File: config.mk
export PLATFORM = sky130hd
export DESIGN_NAME = if_id_stage
export DESIGN_NICKNAME = d
export VERILOG_FILES = /design/src/rtl/if_id_stage_pkg.sv /design/src/rtl/if_id_field.sv /design/src/rtl/if_id_stage.sv
export SDC_FILE = /design/constraint.sdc
export NUM_CORES = 1
export LEC_CHECK = 0
export BUFFER_PORTS_ARGS = -buffer_cell sky130_fd_sc_hd__buf_2
export CORE_MARGIN = 3
export CORE_UTILIZATION = 44
export CTS_CLUSTER_DIAMETER = 200
export DETAILED_ROUTE_END_ITERATION = 10
export MAX_ROUTING_LAYER = met4
export PLACE_DENSITY = 0.78
export SYNTH_ARGS = -nofsm -noshare
export SYNTH_HDL_FRONTEND = slang
export SYNTH_SLANG_ARGS = --single-unit
File: constraint.sdc
create_clock -name clk -period 1.46 [get_ports clk]
set_input_delay 0.219 -clock clk [delete_from_list [all_inputs] [get_ports clk]]
set_output_delay 0.219 -clock clk [all_outputs]
set_load 0.02 [all_outputs]
File: src/rtl/if_id_stage_pkg.sv
// rtl/if_id_stage_pkg.sv - shared constants, state encoding and field helpers for the IF/ID boundary
package if_id_stage_pkg;

  localparam int unsigned WIDTH     = 16;
  localparam logic [15:0] NOP_INSTR = 16'h0800;
  localparam logic [4:0]  HALT_OP   = 5'b00000;

  typedef enum logic [1:0] {
    ST_BUBBLE = 2'b00,
    ST_RUN    = 2'b01,
    ST_HALTED = 2'b10
  } state_t;

  function automatic logic [4:0] opcode(input logic [15:0] instr);
    return instr[15:11];
  endfunction

endpackage

File: src/rtl/if_id_field.sv
// rtl/if_id_field.sv - enable/clear register with async reset to a parameterised value
module if_id_field #(
  parameter int unsigned   W       = 16,
  parameter logic [W-1:0]  RST_VAL = '0
) (
  input  logic         clk,
  input  logic         rst,
  input  logic         en,
  input  logic         clr,
  input  logic [W-1:0] d,
  output logic [W-1:0] q
);

  always_ff @(posedge clk or posedge rst) begin
    if (rst)      q <= RST_VAL;
    else if (clr) q <= RST_VAL;
    else if (en)  q <= d;
  end

endmodule

File: src/rtl/if_id_stage.sv
// rtl/if_id_stage.sv - fetch/decode pipeline register with bubble insertion, stall hold and HALT freeze
module if_id_stage
  import if_id_stage_pkg::*;
#(
  parameter int unsigned        WIDTH     = if_id_stage_pkg::WIDTH,
  parameter logic [WIDTH-1:0]   NOP_INSTR = if_id_stage_pkg::NOP_INSTR,
  parameter logic [4:0]         HALT_OP   = if_id_stage_pkg::HALT_OP
) (
  input  logic             clk,
  input  logic             rst,
  input  logic [WIDTH-1:0] fe_instruc,
  input  logic [WIDTH-1:0] fe_seq_PC,
  input  logic             fe_ready,
  input  logic             stall,
  input  logic             flush,
  output logic             en_PC,
  output logic [WIDTH-1:0] id_instruc,
  output logic [WIDTH-1:0] id_seq_PC,
  output logic             id_valid,
  output logic             halted
);

  logic [1:0]       state_raw;
  state_t           state_q;
  state_t           state_d;
  logic             ld_en;
  logic             clr;
  logic [WIDTH-1:0] instr_d;
  logic [WIDTH-1:0] pc_d;

  assign state_q = state_t'(state_raw);
  assign halted  = (state_q == ST_HALTED);
  assign en_PC   = ~stall & ~halted & ~((state_q == ST_BUBBLE) & ~fe_ready);

  // Undefined memory output is never captured: without fe_ready the load is a bubble.
  assign instr_d = fe_ready ? fe_instruc : NOP_INSTR;
  assign pc_d    = fe_ready ? fe_seq_PC  : '0;

  always_comb begin
    ld_en   = 1'b0;
    clr     = 1'b0;
    state_d = state_q;
    if (flush) begin
      clr     = 1'b1;
      state_d = fe_ready ? ST_RUN : ST_BUBBLE;
    end else begin
      case (state_q)
        ST_BUBBLE, ST_RUN: begin
          if (!stall) begin
            ld_en = 1'b1;
            if (fe_ready)
              state_d = (opcode(fe_instruc) == HALT_OP) ? ST_HALTED : ST_RUN;
          end
        end
        ST_HALTED: state_d = ST_HALTED;
        default: begin
          clr     = 1'b1;
          state_d = ST_BUBBLE;
        end
      endcase
    end
  end

  if_id_field #(.W(2), .RST_VAL(ST_BUBBLE)) u_state (
    .clk(clk), .rst(rst), .en(1'b1), .clr(1'b0), .d(state_d), .q(state_raw)
  );

  if_id_field #(.W(WIDTH), .RST_VAL(NOP_INSTR)) u_instr (
    .clk(clk), .rst(rst), .en(ld_en), .clr(clr), .d(instr_d), .q(id_instruc)
  );

  if_id_field #(.W(WIDTH), .RST_VAL('0)) u_seq_pc (
    .clk(clk), .rst(rst), .en(ld_en), .clr(clr), .d(pc_d), .q(id_seq_PC)
  );

  if_id_field #(.W(1), .RST_VAL(1'b0)) u_valid (
    .clk(clk), .rst(rst), .en(ld_en), .clr(clr), .d(fe_ready), .q(id_valid)
  );

endmodule

==> results.cfg, run 1 <==
[outcome]
status = finished clean

[placement]
dp_hpwl_um = 2330
io_buffers = 71
dp.cells = 208
dp_slack_ns = 0.194
place_congestion = 0.702

[logic_synthesis]
synth_area_mm2 = 0.00138
synthesis.nets = 132
ys_warn_count = 0
ys_ff_latch = 35
yosysUniqueCellTypes = 23
syn_area_per_cell_um2 = 14.5
ys_seq_area_frac = 0.636
syn_inst = 95

[sta]
finClkSkew_ns = 0.00909
period_minus_slack_ns = 1.42
hold_viol_final = 0
tns_ns = 0
rsz0062_at_grt = yes
drv_slew = 0
setup_viol = 0
setup_ws_ns = 0.0397
post-route-period-util = 0.973
fmax_ghz = 0.704
tightest_slew_ns = 0.277
slew-limit-headroom = 0.815

[detailed_routing]
dr.pass1.iters = 4
vias = 1086
drt_iter0_drc = 46
routedWlPerCell_um = 14.5
totalWireLength_um = 3160
vias_per_cell = 4.98
postRouteAntennaNets = 0
drc = 0

[clock_network]
clk_pin_slew_worst_paths_ns = 0.11
numCtsBuffers = 5
clock_latency_ns = 0.33
ctsRootBufferMaster = clkbuf_4
clockBufferDepth = 2
htreeDepth = 2
tritoncts = built
cts_sinks = 35

[cells_and_area]
layout.nets = 212
syn2layout_area_growth_pct = 37.3
final_util = 0.659
layout_commonest_cell = buf_2
final_cells = 218
num_antenna_cells = 0
layout_common_cells = buf_2 (70), dfrtp_1 (34), a22o_2 (19)
drive_above_1_share = 0.648

[floorplan]
die_width_um = 62.0
fp-row-count = 19
num_io_pins = 72
core_mm2 = 0.00288
start_util = 0.480
die_y_um = 62.0
design.die.area_mm2 = 0.00384

[power]
ir_worst_vdd_uv = 678
p_leak_nw = 1.09
powerDensity_mw_per_mm2 = 1060

[critical_path]
path_buf_inv = 2
arrival_ns = 1.20
crit_slowest_cell = dfrtp_1
worst_path_dominant_cell_family = flip-flops
critPathRequiredTime_ns = 1.24
start_kind = register
crit_chain = nand2b_1 -> inv_1 -> buf_2
crit_path_end_kind = output pin
path_class = reg2out
crit_fanout = 3
max_stage_delay_ns = 0.41

[job]
drv_cap = 0

[global_route]
grt_start_max_net_pins = 21
grt-ovfl-total = 0
first_global_vias = 1163
grt_pass1_wl_um = 5050
antenna_found_initial = 0
track_usage = 0.189

[worst_hold_path]
min_path_type = in2reg
-- registers in the layout, indices dropped and copies added, names as in the netlist --
register,cells
u_valid.q,1
u_state.q,2
u_instr.q,16
u_seq_pc.q,16
-- cells by family (layout without fill, tap and decap cells) --
logic type / count (synthesis) / in the layout / share of synthesized area
AOI/OAI and AO/OA: 39 / 39 / 0.263
DFF: 35 / 35 / 0.636
and+or+nand+nor: 10 / 10 / 0.0526
buffers and inverters: 11 / 92 / 0.0490
-- metal layers --
layer | track usage | routed length (um) | up-vias | share of wire
met3 | 0.0537 | 223 | 5 | 0.071
met2 | 0.331 | 1580 | 51 | 0.50
met4 | 0.0727 | 29 | 0 | 0.0092
li1 | - | - | 512 | -
met5 | - | 0 | - | 0
met1 | 0.199 | 1320 | 518 | 0.42
-- final cells by class --
type	count	area, um2
fillers	239	982
flip-flops and latches	35	877
multi-input cells	49	439
repair buffers	79	420
well taps	42	52.6
clock buffers	6	51.3
clock inverters	2	35.0
inverters	5	18.8
-- repair_timing --
| action | CTS | global route |
|---|---|---|
| gates resized for setup | 1 | 1 |
| buffers inserted | 0 | 1 |
| setup endpoints to repair | 1 | 2 |
| hold endpoints to repair | 5 | 0 |
| hold buffers | 1 | 0 |
| pin swaps | 0 | 0 |
-- final timing paths --
check	slack [ns]	to	cells past startpoint	start
worst max-delay path	0.04	halted	3	u_state.q[0]$_DFFE_PP0P_
worst min-delay path	0.1	u_instr.q[0]$_DFFE_PP0P_	2	fe_instruc[0]
worst max register to register	0.18	u_instr.q[3]$_DFFE_PP0P_	4	u_state.q[1]$_DFFE_PP0P_
worst min register to register	0.50	u_instr.q[11]$_DFFE_PP1P_	2	u_instr.q[11]$_DFFE_PP1P_
max in group asynchronous	0.62	u_state.q[0]$_DFFE_PP0P_	4	rst
min in group asynchronous	0.35	u_valid.q$_DFFE_PP0P_	3	rst
-- Yosys cell counts, drive strengths merged --
master | number | area (um2)
nor3 | 2 | 21.3
a21o | 1 | 7.51
and2 | 1 | 7.51
dfrtp | 34 | 851
dfstp | 1 | 26.3
o21ai | 1 | 5.00
a22o | 31 | 295
a21oi | 2 | 21.3
a22oi | 1 | 7.51
buf | 6 | 48.8
o211ai | 1 | 7.51
a211o | 1 | 10.0
nand2b | 3 | 28.8
inv | 5 | 18.8
nand2 | 1 | 3.75
nor2 | 3 | 11.3
a31o | 1 | 8.76
-- metrics by stage --
stage / cell area [um2] / hold slack, ns / total power, W
after global routing: 1890 / 0.0812 / 0.00211
after CTS: 1880 / 0.0813 / 0.00204
after detailed placement: 1780 / 0.178 / 0.00131
after global placement: 1780 / 0.171 / 0.00130
final: 1890 / 0.0971 / 0.00202
after floorplan: 1380 / 0.317 / 0.00119
-- power breakdown --
group	internal, W	total (W)	switching, W
logic	0.000114	0.000265	0.000151
registers	0.00101	0.00103	0.0000217
clock network	0.000405	0.000720	0.000316
Note: power is estimated with default switching activity, not from simulation.
==> run 2: changes to the inputs <==
- BUFFER_PORTS_ARGS: -buffer_cell sky130_fd_sc_hd__buf_2 -> -buffer_cell sky130_fd_sc_hd__buf_4
- GPL_ROUTABILITY_DRIVEN: unset -> 0
==> run 2 against run 1 <==
  * Global-route usage increased by 0.86 points
  * Core utilization increased by 4.9 points
  * Highest routed layer unchanged
  * Setup slack improved by 0.0082 ns
  * Worst hold slack got worse by 0.0039 ns
  * Via count increased by 2.8%
  * Clock power decreased by 27%
  * Fmax increased by 0.58%
  * Combinational power increased by 17%
  * Clock skew decreased by 0.0057 ns
  * Sequential share of layout area decreased by 3.2 points
  * Critical endpoint is now en_PC
  * Die area unchanged
==> results.cfg, run 2 (synthesis results as in run 1) <==
[placement]
io_buffers = 71
dp_hpwl_um = 2400
dp.cells = 207

[cells_and_area]
layout_commonest_cell = buf_4
fillCellCount = 221
syn2layout_area_growth_pct = 47.5
layout_common_cells = buf_4 (78), dfrtp_1 (34), a22o_2 (19)
drive_above_1_share = 0.640
reg_top3 = u_instr.q: 16 flops, u_seq_pc.q: 16 flops, u_state.q: 2 flops
num_antenna_cells = 0
final_cells = 217
layout.nets = 212

[clock_network]
htreeDepth = 2
cts_sinks = 35
clk_pin_slew_worst_paths_ns = 0.10
cts_resized = 0
clockBufferDepth = 2
ctsRootBufferMaster = clkbuf_4
tritoncts = built
numCtsBuffers = 5
clock_latency_ns = 0.33

[sta]
finClkSkew_ns = 0.00335
hold_viol_final = 0
whs_ns = 0.0932
fmax_ghz = 0.708
period_minus_slack_ns = 1.41
setup_viol = 0
drv_slew = 0
tightest_slew_ns = 0.422
post-route-period-util = 0.967
rsz0062_at_grt = no
tns_ns = 0
slew-limit-headroom = 0.719

[floorplan]
die_y_um = 62.0
num_io_pins = 72
die_width_um = 62.0
start_util = 0.480
fp-row-count = 19
design.die.area_mm2 = 0.00384
core_mm2 = 0.00288

[global_route]
grt_start_max_net_pins = 36
busiest_layer = met2
grt-ovfl-total = 0
first_global_vias = 1141
use_met2 = 0.312
grtUsageMet1 = 0.233
track_usage = 0.197
grt_pass1_wl_um = 5260
use_met3 = 0.0620
antenna_found_initial = 0

[critical_path]
r2r_cells = 5
arrival_ns = 1.19
critPathRequiredTime_ns = 1.24
reg2reg_from = u_state.q[1]$_DFFE_PP0P_
crit_path_end_kind = output pin
start_kind = register
crit_fanout = 3
r2r_slack_ns = 0.07
path_class = reg2out
crit_start = u_state.q[1]$_DFFE_PP0P_

[power]
comb_power_share = 0.166
powerDensity_mw_per_mm2 = 919
clkPwrFrac = 0.282
ir_worst_vdd_uv = 535
p_seq_frac = 0.552
power_switching_w = 0.000479
p_sw_frac = 0.256
p_leak_nw = 1.11
internal_power_w = 0.00139

[detailed_routing]
drc = 0
dr.pass1.iters = 4
vias_per_cell = 5.14
totalWireLength_um = 3310
postRouteAntennaNets = 0
drt_iter0_drc = 29
vias = 1116
routedWlPerCell_um = 15.2

[job]
drv_cap = 0

[outcome]
status = finished clean

[worst_hold_path]
min_path_type = in2reg
worstHoldPathCells = 2
hp-start = fe_instruc[5]
[run 2: cell count changes in the layout (fill, tap and decap cells not counted), sizes merged]
cell	before	now
bufinv	1	0
[run 2: critical path, cell delays in order (launching register included)]
cell	delay (ns)
dfrtp_1	0.41
nand2b_4	0.16
a21oi_1	0.14
buf_4	0.15
[run 2: layout make-up]
class | count | area (um2) | share of cell area
clock buffers | 6 | 51.3 | 0.0252
clock inverters | 1 | 5.00 | 0.00246
inverters | 5 | 18.8 | 0.00922
multi-input cells | 49 | 435 | 0.214
flip-flops and latches | 35 | 877 | 0.431
well taps | 42 | 52.6 | 0.0258
repair buffers | 79 | 596 | 0.293
[run 2: what timing repair did]
| action | CTS | global route |
|---|---|---|
| pin swaps | 0 | 0 |
| gates cloned | 0 | 0 |
| setup endpoints to repair | 1 | 1 |
| hold buffers | 1 | 0 |
| hold endpoints to repair | 34 | 0 |
| setup buffers | 1 | 1 |
[run 2: power groups by stage]
stage	clock network [W]	logic (W)	registers, W
3_5_place_dp	0	0.000309	0.00105
6_report	0.000528	0.000311	0.00103
2_1_floorplan	0	0.000101	0.00109
3_3_place_gp	0	0.000303	0.00105
5_1_grt	0.000587	0.000336	0.00104
4_1_cts	0.000547	0.000311	0.00103
[run 2: final timing paths]
check,endpoint
setup / recovery,en_PC
hold / removal,u_instr.q[5]$_DFFE_PP0P_
setup reg to reg,u_seq_pc.q[5]$_DFFE_PP0P_
hold reg to reg,u_instr.q[11]$_DFFE_PP1P_
max in group asynchronous,u_instr.q[11]$_DFFE_PP1P_
min in group asynchronous,u_instr.q[5]$_DFFE_PP0P_
[run 2: routing by layer]
layer | vias up | wire, um
met5 | - | 0
met4 | 0 | 55
met3 | 7 | 318
met2 | 57 | 1640
met1 | 537 | 1290
li1 | 515 | -
[run 2: metrics by stage]
step	util	total power [W]	setup slack (ns)	area (um2)
6_report	0.708	0.00187	0.0479	2040
5_1_grt	0.708	0.00196	0.00111	2040
3_5_place_dp	0.679	0.00136	0.212	1950
2_1_floorplan	-	0.00119	0.320	1380
3_3_place_gp	0.679	0.00135	0.261	1950
4_1_cts	0.705	0.00189	0.00234	2030
